--- config.mk ---
export PLATFORM = sky130hd
export DESIGN_NAME = instruction_decode_stage_flat
export DESIGN_NICKNAME = d
export VERILOG_FILES = /design/src/rtl/mips_pkg.sv /design/src/rtl/instruction_decode_stage_if.sv /design/src/rtl/register_file_bypass.sv /design/src/rtl/instruction_decode_stage.sv /design/src/flat_wrapper.sv
export SDC_FILE = /design/constraint.sdc
export NUM_CORES = 2
export LEC_CHECK = 0
export BUFFER_PORTS_ARGS = -buffer_cell sky130_fd_sc_hd__buf_2
export CORE_MARGIN = 4
export CORE_UTILIZATION = 25
export DETAILED_ROUTE_END_ITERATION = 12
export GPL_ROUTABILITY_DRIVEN = 0
export GPL_TIMING_DRIVEN = 0
export SYNTH_ARGS = -nofsm -noshare
export SYNTH_HDL_FRONTEND = slang
export SYNTH_SLANG_ARGS = --single-unit
--- constraint.sdc ---
create_clock -name i_clock -period 2.9 [get_ports i_clock]
set_input_delay 0.29 -clock i_clock [delete_from_list [all_inputs] [get_ports i_clock]]
set_output_delay 0.29 -clock i_clock [all_outputs]
set_load 0.005 [all_outputs]
--- src/rtl/mips_pkg.sv ---
// Shared definitions for the MIPS ID stage: default widths, control-bundle
// bit indices and the R-type opcode value.
package mips_pkg;

    localparam int unsigned DEF_NB_DATA   = 32;
    localparam int unsigned DEF_NB_ADDR   = 5;
    localparam int unsigned DEF_NB_PC     = 32;
    localparam int unsigned DEF_NB_OPCODE = 6;
    localparam int unsigned DEF_NB_CTRL   = 12;

    // Bit positions inside the packed control bundle
    localparam int unsigned CTRL_REG_WRITE  = 0;
    localparam int unsigned CTRL_MEM_TO_REG = 1;
    localparam int unsigned CTRL_MEM_WR     = 2;
    localparam int unsigned CTRL_MEM_RD     = 3;

    // Opcode value that selects funct as the ALU operation
    localparam int unsigned OPCODE_RTYPE = 0;

endpackage

--- src/rtl/instruction_decode_stage_if.sv ---
// Bus bundle between IF/ID, writeback, debug and the ID/EX register.
// slave = the decode stage, master = whoever drives it.
interface instruction_decode_stage_if #(
    parameter int unsigned NB_DATA   = mips_pkg::DEF_NB_DATA,
    parameter int unsigned NB_ADDR   = mips_pkg::DEF_NB_ADDR,
    parameter int unsigned NB_PC     = mips_pkg::DEF_NB_PC,
    parameter int unsigned NB_OPCODE = mips_pkg::DEF_NB_OPCODE,
    parameter int unsigned NB_CTRL   = mips_pkg::DEF_NB_CTRL
);

    logic                 i_enable;
    logic                 i_flush;
    logic [NB_DATA-1:0]   i_instruction;
    logic [NB_PC-1:0]     i_pc_plus4;
    logic [NB_CTRL-1:0]   i_ctrl;
    logic                 i_imm_signed;
    logic                 i_uses_rt;
    logic                 i_wb_wr_enb;
    logic [NB_ADDR-1:0]   i_wb_wr_addr;
    logic [NB_DATA-1:0]   i_wb_data;
    logic [NB_ADDR-1:0]   i_dbg_addr;
    logic [NB_DATA-1:0]   o_dbg_data;
    logic                 o_stall;
    logic [NB_DATA-1:0]   o_rs_data;
    logic [NB_DATA-1:0]   o_rt_data;
    logic [NB_DATA-1:0]   o_imm;
    logic [NB_ADDR-1:0]   o_sa;
    logic [NB_OPCODE-1:0] o_alu_opcode;
    logic [NB_ADDR-1:0]   o_rs_addr;
    logic [NB_ADDR-1:0]   o_rt_addr;
    logic [NB_ADDR-1:0]   o_rd_addr;
    logic [NB_PC-1:0]     o_branch_target;
    logic [NB_PC-1:0]     o_pc_plus4;
    logic [NB_CTRL-1:0]   o_ctrl;

    modport slave (
        input  i_enable, i_flush, i_instruction, i_pc_plus4, i_ctrl, i_imm_signed,
        input  i_uses_rt, i_wb_wr_enb, i_wb_wr_addr, i_wb_data, i_dbg_addr,
        output o_dbg_data, o_stall, o_rs_data, o_rt_data, o_imm, o_sa, o_alu_opcode,
        output o_rs_addr, o_rt_addr, o_rd_addr, o_branch_target, o_pc_plus4, o_ctrl
    );

    modport master (
        output i_enable, i_flush, i_instruction, i_pc_plus4, i_ctrl, i_imm_signed,
        output i_uses_rt, i_wb_wr_enb, i_wb_wr_addr, i_wb_data, i_dbg_addr,
        input  o_dbg_data, o_stall, o_rs_data, o_rt_data, o_imm, o_sa, o_alu_opcode,
        input  o_rs_addr, o_rt_addr, o_rd_addr, o_branch_target, o_pc_plus4, o_ctrl
    );

endinterface

--- src/rtl/register_file_bypass.sv ---
// Register file: two operand read ports plus a debug port, one write port.
// Operand ports see a same-cycle write (write-through); the debug port does not.
// Register 0 is hard-wired to zero.
module register_file_bypass #(
    parameter int unsigned NB_DATA = mips_pkg::DEF_NB_DATA,
    parameter int unsigned NB_ADDR = mips_pkg::DEF_NB_ADDR
) (
    input  logic               i_clock,
    input  logic               i_reset_n,
    input  logic               i_wr_enb,
    input  logic [NB_ADDR-1:0] i_wr_addr,
    input  logic [NB_DATA-1:0] i_wr_data,
    input  logic [NB_ADDR-1:0] i_rd_addr_a,
    input  logic [NB_ADDR-1:0] i_rd_addr_b,
    input  logic [NB_ADDR-1:0] i_dbg_addr,
    output logic [NB_DATA-1:0] o_rd_data_a,
    output logic [NB_DATA-1:0] o_rd_data_b,
    output logic [NB_DATA-1:0] o_dbg_data
);

    localparam int unsigned NREGS = 2 ** NB_ADDR;

    logic [NB_DATA-1:0] regs_q [NREGS];
    logic [NB_DATA-1:0] regs_d [NREGS];
    logic               wr_active;

    assign wr_active = i_wr_enb && (i_wr_addr != '0);

    // Next-state of the array: at most one register changes per cycle
    always_comb begin
        regs_d = regs_q;
        if (wr_active) begin
            regs_d[i_wr_addr] = i_wr_data;
        end
    end

    // Storage with asynchronous clear
    always_ff @(posedge i_clock or negedge i_reset_n) begin
        if (!i_reset_n) begin
            for (int i = 0; i < NREGS; i++) begin
                regs_q[i] <= '0;
            end
        end else begin
            regs_q <= regs_d;
        end
    end

    // Read ports: r0 forced to zero, operand ports forward an in-flight write
    always_comb begin
        o_rd_data_a = '0;
        o_rd_data_b = '0;
        o_dbg_data  = '0;
        if (i_rd_addr_a != '0) begin
            o_rd_data_a = (wr_active && i_wr_addr == i_rd_addr_a) ? i_wr_data
                                                                  : regs_q[i_rd_addr_a];
        end
        if (i_rd_addr_b != '0) begin
            o_rd_data_b = (wr_active && i_wr_addr == i_rd_addr_b) ? i_wr_data
                                                                  : regs_q[i_rd_addr_b];
        end
        if (i_dbg_addr != '0) begin
            o_dbg_data = regs_q[i_dbg_addr];
        end
    end

endmodule

--- src/rtl/instruction_decode_stage.sv ---
// MIPS ID stage: field decode, immediate extension, branch target, load-use
// hazard detection and the ID/EX pipeline register.
module instruction_decode_stage
    import mips_pkg::*;
#(
    parameter int unsigned NB_DATA   = DEF_NB_DATA,
    parameter int unsigned NB_ADDR   = DEF_NB_ADDR,
    parameter int unsigned NB_PC     = DEF_NB_PC,
    parameter int unsigned NB_OPCODE = DEF_NB_OPCODE,
    parameter int unsigned NB_CTRL   = DEF_NB_CTRL
) (
    input logic                       i_clock,
    input logic                       i_reset_n,
    instruction_decode_stage_if.slave bus
);

    // Field layout: opcode | rs | rt | imm (imm overlays rd | sa | funct)
    localparam int unsigned NB_IMM = NB_DATA - NB_OPCODE - 2 * NB_ADDR;
    localparam int unsigned RS_MSB = NB_DATA - NB_OPCODE - 1;
    localparam int unsigned RT_MSB = RS_MSB - NB_ADDR;
    localparam int unsigned RD_MSB = NB_IMM - 1;
    localparam int unsigned SA_MSB = RD_MSB - NB_ADDR;

    logic [NB_OPCODE-1:0] opcode;
    logic [NB_OPCODE-1:0] funct;
    logic [NB_ADDR-1:0]   rs;
    logic [NB_ADDR-1:0]   rt;
    logic [NB_ADDR-1:0]   rd;
    logic [NB_ADDR-1:0]   sa;
    logic [NB_IMM-1:0]    imm16;
    logic [NB_OPCODE-1:0] alu_opcode;
    logic [NB_DATA-1:0]   imm_ext;
    logic [NB_PC-1:0]     imm_pc;
    logic [NB_PC-1:0]     branch_target;
    logic [NB_DATA-1:0]   rs_rd_data;
    logic [NB_DATA-1:0]   rt_rd_data;
    logic                 stall;
    logic                 bubble;

    logic [NB_DATA-1:0]   rs_data_q, rs_data_d;
    logic [NB_DATA-1:0]   rt_data_q, rt_data_d;
    logic [NB_DATA-1:0]   imm_q, imm_d;
    logic [NB_ADDR-1:0]   sa_q, sa_d;
    logic [NB_OPCODE-1:0] alu_opcode_q, alu_opcode_d;
    logic [NB_ADDR-1:0]   rs_addr_q, rs_addr_d;
    logic [NB_ADDR-1:0]   rt_addr_q, rt_addr_d;
    logic [NB_ADDR-1:0]   rd_addr_q, rd_addr_d;
    logic [NB_PC-1:0]     branch_target_q, branch_target_d;
    logic [NB_PC-1:0]     pc_plus4_q, pc_plus4_d;
    logic [NB_CTRL-1:0]   ctrl_q, ctrl_d;

    register_file_bypass #(
        .NB_DATA (NB_DATA),
        .NB_ADDR (NB_ADDR)
    ) u_regfile (
        .i_clock     (i_clock),
        .i_reset_n   (i_reset_n),
        .i_wr_enb    (bus.i_wb_wr_enb && bus.i_enable),
        .i_wr_addr   (bus.i_wb_wr_addr),
        .i_wr_data   (bus.i_wb_data),
        .i_rd_addr_a (rs),
        .i_rd_addr_b (rt),
        .i_dbg_addr  (bus.i_dbg_addr),
        .o_rd_data_a (rs_rd_data),
        .o_rd_data_b (rt_rd_data),
        .o_dbg_data  (bus.o_dbg_data)
    );

    // Field extraction, ALU op select, immediate extension and branch target
    always_comb begin
        opcode     = bus.i_instruction[NB_DATA-1 -: NB_OPCODE];
        rs         = bus.i_instruction[RS_MSB -: NB_ADDR];
        rt         = bus.i_instruction[RT_MSB -: NB_ADDR];
        rd         = bus.i_instruction[RD_MSB -: NB_ADDR];
        sa         = bus.i_instruction[SA_MSB -: NB_ADDR];
        funct      = bus.i_instruction[NB_OPCODE-1:0];
        imm16      = bus.i_instruction[NB_IMM-1:0];
        alu_opcode = (opcode == NB_OPCODE'(OPCODE_RTYPE)) ? funct : opcode;
        imm_ext    = bus.i_imm_signed ? {{(NB_DATA-NB_IMM){imm16[NB_IMM-1]}}, imm16}
                                      : {{(NB_DATA-NB_IMM){1'b0}}, imm16};
        // Branch offsets are always signed, whatever i_imm_signed says
        imm_pc        = {{(NB_PC-NB_IMM){imm16[NB_IMM-1]}}, imm16};
        branch_target = bus.i_pc_plus4 + (imm_pc << 2);
    end

    // Load-use hazard: a load in EX targets a register this instruction reads
    always_comb begin
        stall = ctrl_q[CTRL_MEM_RD] && (rt_addr_q != '0) &&
                ((rt_addr_q == rs) || (bus.i_uses_rt && (rt_addr_q == rt))) &&
                !bus.i_flush;
        bubble = bus.i_flush || stall;
    end

    // ID/EX next state: hold when frozen, bubble on flush/stall, else load
    always_comb begin
        rs_data_d       = rs_data_q;
        rt_data_d       = rt_data_q;
        imm_d           = imm_q;
        sa_d            = sa_q;
        alu_opcode_d    = alu_opcode_q;
        rs_addr_d       = rs_addr_q;
        rt_addr_d       = rt_addr_q;
        rd_addr_d       = rd_addr_q;
        branch_target_d = branch_target_q;
        pc_plus4_d      = pc_plus4_q;
        ctrl_d          = ctrl_q;
        if (bus.i_enable) begin
            if (bubble) begin
                rs_data_d       = '0;
                rt_data_d       = '0;
                imm_d           = '0;
                sa_d            = '0;
                alu_opcode_d    = '0;
                rs_addr_d       = '0;
                rt_addr_d       = '0;
                rd_addr_d       = '0;
                branch_target_d = '0;
                pc_plus4_d      = '0;
                ctrl_d          = '0;
            end else begin
                rs_data_d       = rs_rd_data;
                rt_data_d       = rt_rd_data;
                imm_d           = imm_ext;
                sa_d            = sa;
                alu_opcode_d    = alu_opcode;
                rs_addr_d       = rs;
                rt_addr_d       = rt;
                rd_addr_d       = rd;
                branch_target_d = branch_target;
                pc_plus4_d      = bus.i_pc_plus4;
                ctrl_d          = bus.i_ctrl;
            end
        end
    end

    // ID/EX register with asynchronous clear
    always_ff @(posedge i_clock or negedge i_reset_n) begin
        if (!i_reset_n) begin
            rs_data_q       <= '0;
            rt_data_q       <= '0;
            imm_q           <= '0;
            sa_q            <= '0;
            alu_opcode_q    <= '0;
            rs_addr_q       <= '0;
            rt_addr_q       <= '0;
            rd_addr_q       <= '0;
            branch_target_q <= '0;
            pc_plus4_q      <= '0;
            ctrl_q          <= '0;
        end else begin
            rs_data_q       <= rs_data_d;
            rt_data_q       <= rt_data_d;
            imm_q           <= imm_d;
            sa_q            <= sa_d;
            alu_opcode_q    <= alu_opcode_d;
            rs_addr_q       <= rs_addr_d;
            rt_addr_q       <= rt_addr_d;
            rd_addr_q       <= rd_addr_d;
            branch_target_q <= branch_target_d;
            pc_plus4_q      <= pc_plus4_d;
            ctrl_q          <= ctrl_d;
        end
    end

    assign bus.o_stall         = stall;
    assign bus.o_rs_data       = rs_data_q;
    assign bus.o_rt_data       = rt_data_q;
    assign bus.o_imm           = imm_q;
    assign bus.o_sa            = sa_q;
    assign bus.o_alu_opcode    = alu_opcode_q;
    assign bus.o_rs_addr       = rs_addr_q;
    assign bus.o_rt_addr       = rt_addr_q;
    assign bus.o_rd_addr       = rd_addr_q;
    assign bus.o_branch_target = branch_target_q;
    assign bus.o_pc_plus4      = pc_plus4_q;
    assign bus.o_ctrl          = ctrl_q;

endmodule

--- src/flat_wrapper.sv ---
// flat-port wrapper written by rule: the top's interface ports become plain ports
module instruction_decode_stage_flat import mips_pkg::*;
#(
    parameter int unsigned NB_DATA   = DEF_NB_DATA,
    parameter int unsigned NB_ADDR   = DEF_NB_ADDR,
    parameter int unsigned NB_PC     = DEF_NB_PC,
    parameter int unsigned NB_OPCODE = DEF_NB_OPCODE,
    parameter int unsigned NB_CTRL   = DEF_NB_CTRL
)
  (i_clock, i_reset_n, bus_i_enable, bus_i_flush, bus_i_instruction, bus_i_pc_plus4, bus_i_ctrl, bus_i_imm_signed, bus_i_uses_rt, bus_i_wb_wr_enb, bus_i_wb_wr_addr, bus_i_wb_data, bus_i_dbg_addr, bus_o_dbg_data, bus_o_stall, bus_o_rs_data, bus_o_rt_data, bus_o_imm, bus_o_sa, bus_o_alu_opcode, bus_o_rs_addr, bus_o_rt_addr, bus_o_rd_addr, bus_o_branch_target, bus_o_pc_plus4, bus_o_ctrl);
  instruction_decode_stage_if #(.NB_DATA(NB_DATA), .NB_ADDR(NB_ADDR), .NB_PC(NB_PC), .NB_OPCODE(NB_OPCODE), .NB_CTRL(NB_CTRL)) bus_i ();
  input logic i_clock;
  input logic i_reset_n;
  input wire logic [$bits(bus_i.i_enable)-1:0] bus_i_enable;
  input wire logic [$bits(bus_i.i_flush)-1:0] bus_i_flush;
  input wire logic [$bits(bus_i.i_instruction)-1:0] bus_i_instruction;
  input wire logic [$bits(bus_i.i_pc_plus4)-1:0] bus_i_pc_plus4;
  input wire logic [$bits(bus_i.i_ctrl)-1:0] bus_i_ctrl;
  input wire logic [$bits(bus_i.i_imm_signed)-1:0] bus_i_imm_signed;
  input wire logic [$bits(bus_i.i_uses_rt)-1:0] bus_i_uses_rt;
  input wire logic [$bits(bus_i.i_wb_wr_enb)-1:0] bus_i_wb_wr_enb;
  input wire logic [$bits(bus_i.i_wb_wr_addr)-1:0] bus_i_wb_wr_addr;
  input wire logic [$bits(bus_i.i_wb_data)-1:0] bus_i_wb_data;
  input wire logic [$bits(bus_i.i_dbg_addr)-1:0] bus_i_dbg_addr;
  output wire logic [$bits(bus_i.o_dbg_data)-1:0] bus_o_dbg_data;
  output wire logic [$bits(bus_i.o_stall)-1:0] bus_o_stall;
  output wire logic [$bits(bus_i.o_rs_data)-1:0] bus_o_rs_data;
  output wire logic [$bits(bus_i.o_rt_data)-1:0] bus_o_rt_data;
  output wire logic [$bits(bus_i.o_imm)-1:0] bus_o_imm;
  output wire logic [$bits(bus_i.o_sa)-1:0] bus_o_sa;
  output wire logic [$bits(bus_i.o_alu_opcode)-1:0] bus_o_alu_opcode;
  output wire logic [$bits(bus_i.o_rs_addr)-1:0] bus_o_rs_addr;
  output wire logic [$bits(bus_i.o_rt_addr)-1:0] bus_o_rt_addr;
  output wire logic [$bits(bus_i.o_rd_addr)-1:0] bus_o_rd_addr;
  output wire logic [$bits(bus_i.o_branch_target)-1:0] bus_o_branch_target;
  output wire logic [$bits(bus_i.o_pc_plus4)-1:0] bus_o_pc_plus4;
  output wire logic [$bits(bus_i.o_ctrl)-1:0] bus_o_ctrl;
  assign bus_i.i_enable = bus_i_enable;
  assign bus_i.i_flush = bus_i_flush;
  assign bus_i.i_instruction = bus_i_instruction;
  assign bus_i.i_pc_plus4 = bus_i_pc_plus4;
  assign bus_i.i_ctrl = bus_i_ctrl;
  assign bus_i.i_imm_signed = bus_i_imm_signed;
  assign bus_i.i_uses_rt = bus_i_uses_rt;
  assign bus_i.i_wb_wr_enb = bus_i_wb_wr_enb;
  assign bus_i.i_wb_wr_addr = bus_i_wb_wr_addr;
  assign bus_i.i_wb_data = bus_i_wb_data;
  assign bus_i.i_dbg_addr = bus_i_dbg_addr;
  assign bus_o_dbg_data = bus_i.o_dbg_data;
  assign bus_o_stall = bus_i.o_stall;
  assign bus_o_rs_data = bus_i.o_rs_data;
  assign bus_o_rt_data = bus_i.o_rt_data;
  assign bus_o_imm = bus_i.o_imm;
  assign bus_o_sa = bus_i.o_sa;
  assign bus_o_alu_opcode = bus_i.o_alu_opcode;
  assign bus_o_rs_addr = bus_i.o_rs_addr;
  assign bus_o_rt_addr = bus_i.o_rt_addr;
  assign bus_o_rd_addr = bus_i.o_rd_addr;
  assign bus_o_branch_target = bus_i.o_branch_target;
  assign bus_o_pc_plus4 = bus_i.o_pc_plus4;
  assign bus_o_ctrl = bus_i.o_ctrl;
  instruction_decode_stage #(.NB_DATA(NB_DATA), .NB_ADDR(NB_ADDR), .NB_PC(NB_PC), .NB_OPCODE(NB_OPCODE), .NB_CTRL(NB_CTRL)) u_core (.i_clock(i_clock), .i_reset_n(i_reset_n), .bus(bus_i));
endmodule
; ---- After elaboration in Yosys (flattened, before gate mapping)
; Index checks and enable logic that the tools add are counted.
[op_classes]
add_sub_neg = 1
multipliers = 0
n_div = 0
n_lt_le_gt_ge = 5
eq_ne = 4
shifts = 0
mux = 30
bitwise_logic = 4
n_reduce_logical = 18
[op_table]
columns = operator, count
row1 = $bwmux W1024, 1
row2 = $mux W32, 18
row3 = $bmux W32 S5, 3
row4 = $demux W32 S5, 1
row5 = $add A32 B32 Y32, 1
row6 = $reduce_bool A5 Y1, 5
row7 = $ge A6 B6 Y1 const B, 4
row8 = $not A5 Y6, 4
row9 = $eq A5 B5 Y1, 4
row10 = $mux W5, 4
row11 = $mux W12, 1
row12 = $mux W6, 2
row13 = $logic_and A1 B1 Y1, 9
row14 = $logic_not A6 Y1, 1
row15 = $lt A6 B1 Y1 const B, 1
row16 = $logic_or A1 B1 Y1, 2
row17 = $logic_not A1 Y1, 1
[totals]
register_bits = 1222
latchBits = 0
mem_bits_rw = 0
mem_bits_ro = 0
input_bits = 125
elab_cells = 105
mem_count = 0

; ---- Depth between registers and ports, before layout
[logic_depth]
ltp_word = 7
ltp_mapped = 10
mapped_depth_nobuf = 10

; ---- Cells and area by module
; Synthesis repeated with hierarchy kept, for this count alone.
[hier_totals]
cells_unflattened = 5050
hier_area_um2 = 71297.1
[by_module_without_submodules]
columns = module, instances, cells_per_inst, area_per_inst_um2
row1 = register_file_bypass, 1, 4378, 63288.2
row2 = instruction_decode_stage, 1, 672, 8008.9

; ---- Worst setup path after synthesis
; Ideal clock, no wire load.
[synth_path]
kind = input-to-output
startpoint = input bus_i_dbg_addr[0]
endpoint = output bus_o_dbg_data[14]
arrival_ns = 2.356
required_time_ns = 2.610
slack_ns = 0.254
cell_stages = 7
n_path_buf = 3
cell_sequence = clkbuf_1 buf_2 buf_1 mux4_2 mux4_2 mux2i_1 nor2_1
[synth_between]
elab_chain_len = 5
elab_cells_between_ends = 6
cone_classes = 4 x mux / 1 x bitwise / 1 x reduce/logical
[synth_lines]
columns = element, line_no
row1 = start: declaration, flat_wrapper.sv:24  ; input wire logic [$bits(bus_i.i_dbg_addr)-1:0] bus_i_dbg_addr;
row2 = $not A5 Y6 (not written as such), register_file_bypass.sv:62  ; o_dbg_data = regs_q[i_dbg_addr];
row3 = $bmux W32 S5, register_file_bypass.sv:62
row4 = $mux W32 (not written as such) (2 in series), register_file_bypass.sv:62
row5 = $mux W32 *, register_file_bypass.sv:61  ; if (i_dbg_addr != '0) begin
row6 = end: declaration, flat_wrapper.sv:25  ; output wire logic [$bits(bus_i.o_dbg_data)-1:0] bus_o_dbg_data;
; Every way passes the cells marked *; elsewhere a longest branch is shown, timed or not. The select of a mux whose other input is x is not followed.

; ---- Final worst setup path
[layout_path]
startpoint = input bus_i_instruction[23]
endpoint = register u_core.rs_data_q[3] (netlist: u_core.bus.o_rs_data[3])
[layout_between]
elab_chain_len = 7
elab_cells_between_ends = 15
cone_classes = 2 x eq/ne / 6 x mux / 1 x bitwise / 6 x reduce/logical
[layout_lines]
columns = element, line_no
row1 = start: declaration, flat_wrapper.sv:16  ; input wire logic [$bits(bus_i.i_instruction)-1:0] bus_i_instruction;
row2 = $not A5 Y6 (not written as such), register_file_bypass.sv:55  ; : regs_q[i_rd_addr_a];
row3 = $bmux W32 S5, register_file_bypass.sv:55
row4 = $mux W32 (not written as such) (2 in series), register_file_bypass.sv:55
row5 = $mux W32, register_file_bypass.sv:54  ; o_rd_data_a = (wr_active && i_wr_addr == i_rd_addr_a) ? i_wr_data
row6 = $mux W32, register_file_bypass.sv:53  ; if (i_rd_addr_a != '0) begin
row7 = $mux W32 *, instruction_decode_stage.sv:108  ; if (bubble) begin
row8 = end signal: assignment, instruction_decode_stage.sv:151  ; rs_data_q <= rs_data_d;
row9 = end: declaration, instruction_decode_stage.sv:40  ; logic [NB_DATA-1:0] rs_data_q, rs_data_d;
; Marked as above.
; A chain may end at the register's enable or synchronous reset.

==> metrics.txt <==
primary flip-flop cell chosen by synthesis mapping=dfrtp_1; post-synthesis share of cell area spent on and, or, nand and nor gates=2.02%; post-detailed-route DRC marker count=0; number of global-route vias before repair=54263; H-Tree Level Count=4; Peak supply drop=0.601 mV; Post-Syn Instances=4745; type of the worst setup path=input pin to flop; terminating pin of the worst hold path=u_core.bus.o_branch_target[31]; height of the chip=539 um; dominant combinational cell family by area after synthesis=multiplexers; first-pass iteration count of the detailed router=8; Critical R2R Capture=u_core.bus.o_rs_data[11]; startpoint of the worst setup timing path=bus_i_instruction[23]; synthesized-area fraction occupied by adder cells=0.543%; Setup Skew=0.0301 ns; critical path startpoint category=input pin; number of buffers added on ports=341; post-synth top area share=42.4%; worst stage delay on the critical path=0.93 ns; setup repair after global routing missed its margin=yes; standby leakage power=36.9 nW; insertion delay of the later-clocked pin in the worst-skew pair=0.80 ns; clock tree from TritonCTS=done; origin of the critical flop-to-flop path=u_core.bus.o_rt_addr[3]; number of cells on the critical path=9; area of the die=291000 sq um; final worst path period share=108%; number of nets in the layout=5655; buffer and inverter count on the worst path=5; cell area after placement=77400 sq um; worst hold start=bus_i_enable; total power divided by cell area=590 nW/um^2; detailed-route wire length per cell=34.9 um; fraction of synthesis flops using an asynchronous set or reset pin=100%; Slowest cell on crit path=clkbuf_1; Slew @ Worst Pin=1.61 ns; number of fill cells=27755; overall power after layout=50.3 mW; Vias=54727; standard-cell row count=194; critical path capture point type=flop; area grow syn2layout=20.8%; mean instance size in the synthesized netlist=14.9 sq um; min-delay worst type=input pin to flop; violated checks=capacitance limit, slew limit, setup timing; dominant delay contributor by cell family on the critical path=buffers and inverters; maximum buffer depth of the clock tree=3; Max-Slew Margin vs Limit=-7.03%; Final Hold Viols=0; number of ports placed on the die boundary=356; compound-cell area share of the yosys netlist=4.43%; Overflow after GRT=0; max-slew violation count=131; Register Area=29900 sq um; flop and latch count out of synthesis=1195; initial antenna violation count=24; number of different library cells in the post-synthesis netlist=57; setup slack of the worst register-to-register path=0.11 ns; share of final-layout standard cells stronger than drive strength 1=51.8%; worst r2r path cells=8; global-route wire length before repair=443000 um; Post-synth EDFFs=0; sum of net half-perimeters after detailed placement=222000 um; gr usage total=21.7%; final period demand of the worst path=3.13 ns; leading cell type in the layout, fill and taps excluded=dfrtp_1; Detailed Route WL=327000 um; Via-to-Cell Ratio=5.85; net count after synthesis=4900; XOR/XNOR share of the synthesized area=0.534%; critical-path cell list=buf_2 -> buf_2 -> clkdlybuf4s15_2 -> clkbuf_2 -> nand2b_1 -> clkbuf_1 -> o22ai_1 -> nor3_1 -> o2bb2ai_1; worst path setup slack after routing=-0.229 ns; number of buffers added by the clock tree synthesis step=140; root buffer cell=clkbuf_16; proportion of synthesized area in mux cells=46.5%; post-synthesis instance area=70600 sq um; max_cap viols=15; worst endpoint data arrival time=3.79 ns; remaining antenna violation count after routing=0; leading cell types in the layout, fill and taps excluded=dfrtp_1 (1193), mux2_2 (992), mux4_2 (836); largest fanout of any net on the critical path=10; Setup-failing EPs final=67; maximum clock rate=320 MHz; # clock sinks=1195; maximum number of pins on one net before global-route repair=163; die outline width=539 um; WP data required=3.56 ns; yosys warns=0; Layout Cell Area excl Fill=85300 sq um; clock transition time at the flip-flop clock pins of the worst setup and hold paths=0.06 ns; share of the yosys chip area belonging to registers=42.4%; multi-input logic area=38400 sq um; placeable core region=280000 sq um; first-iteration detailed-routing DRC count=8678; starting utilization of the core area=25.2%; outcome=finished with violations; cell mode on critical path=buf_2; cell type with the highest aggregate area in the netlist=dfrtp_1; cells taking the most area after synthesis=dfrtp_1 (42%), mux4_2 (27%), mux2_2 (16%); worst hold stages=3
sequential cells by signal, summed over array words and instances (netlist names), 6 cells and up:
signal / flops
u_core.bus.o_rs_data: 32
u_core.bus.o_alu_opcode: 6
u_core.bus.o_rt_data: 32
u_core.bus.o_branch_target: 30
u_core.u_regfile.regs_q: 1024
u_core.bus.o_pc_plus4: 32
u_core.bus.o_ctrl: 12
u_core.bus.o_imm: 9
area by class of cell:
cell class                 count  area share, %
tap                         3724           5.47
timing repair buffer         613           5.22
antenna                       30         0.0881
clock buffer                 203           4.80
clock inverter                43          0.521
inverter                      41          0.181
multi-input combinational   2936           45.1
buffer                       573           3.58
sequential                  1195           35.1
logic make-up after synthesis:
group / count (synthesis)
AOI/OAI and AO/OA: 439
xor gates and xnor gates: 43
adders and majority gates: 30
buffers and inverters: 614
DFF: 1195
muxes: 2112
and+or+nand+nor: 312
Yosys cell counts (all sizes together) (4+ instances only):
| master | instances |
|---|---|
| xor2 | 15 |
| a211oi | 7 |
| dfrtp | 1195 |
| o21ai | 78 |
| o2bb2ai | 41 |
| nor4 | 4 |
| nand4 | 10 |
| nand3 | 13 |
| nor3 | 67 |
| o32ai | 32 |
| a21oi | 39 |
| a21o | 15 |
| o22ai | 94 |
| mux2i | 284 |
| nand2 | 48 |
| o211ai | 4 |
| and3 | 7 |
| or4 | 4 |
| o21a | 10 |
| nor2b | 5 |
| mux4 | 836 |
| or2 | 5 |
| clkbuf | 376 |
| nand2b | 4 |
| inv | 40 |
| o21bai | 5 |
| buf | 197 |
| a22o | 91 |
| xnor2 | 28 |
| nor2 | 133 |
| ha | 29 |
| mux2 | 992 |
where the power goes:
group / internal, mW / switching, mW
logic: 5.96 / 5.53
registers: 18.7 / 1.93
clock network: 10.2 / 7.93
total: 34.9 / 15.4
metal layers:
metal	wire length [um]	track usage, %	share of wire (%)
met1	116000	25.7	35
met2	140000	31.6	43
met3	47700	10.5	15
met4	22800	12.8	7.0
met5	790	1.43	0.24
worst max path at each step:
stage          slack (ns)                  endpoint
3_5_place_dp        -2.22  u_core.bus.o_rt_data[19]
4_1_cts             -0.20        bus_o_dbg_data[31]
2_1_floorplan        0.25        bus_o_dbg_data[14]
5_1_grt             -0.17        bus_o_dbg_data[31]
6_report            -0.23   u_core.bus.o_rs_data[3]
3_3_place_gp       -25.20  u_core.bus.o_rs_data[17]
worst min-delay path: stages:
cell and delay, ns:
buf_2 0.28, o32ai_1 0.19, a211o_1 0.12
metrics by stage:
step | utilization [%] | instances | worst slack [ns] | setup TNS (ns) | hold WS (ns)
after floorplan | - | 4745 | 0.254 | 0 | -0.00559
after global placement | 27.5 | 8810 | -25.20 | - | 0.467
after detailed placement | 27.6 | 8827 | -2.22 | -506.18 | 0.238
after CTS | 30.2 | 9283 | -0.203 | -2.14 | 0.0573
after global routing | 30.4 | 9345 | -0.171 | -2.81 | 0.142
final | 30.4 | 9358 | -0.229 | -5.26 | 0.132
repair_timing:
action / 4_1_cts / 5_1_grt
resized for setup: 335 / 80
setup endpoints to repair: 175 / 202
endpoints found under the hold margin: 336 / 0
hold buffers: 109 / 0
pin swaps: 13 / 11
cloned: 0 / 1
buffers inserted: 101 / 39
Note: power is estimated with default switching activity, not from simulation.
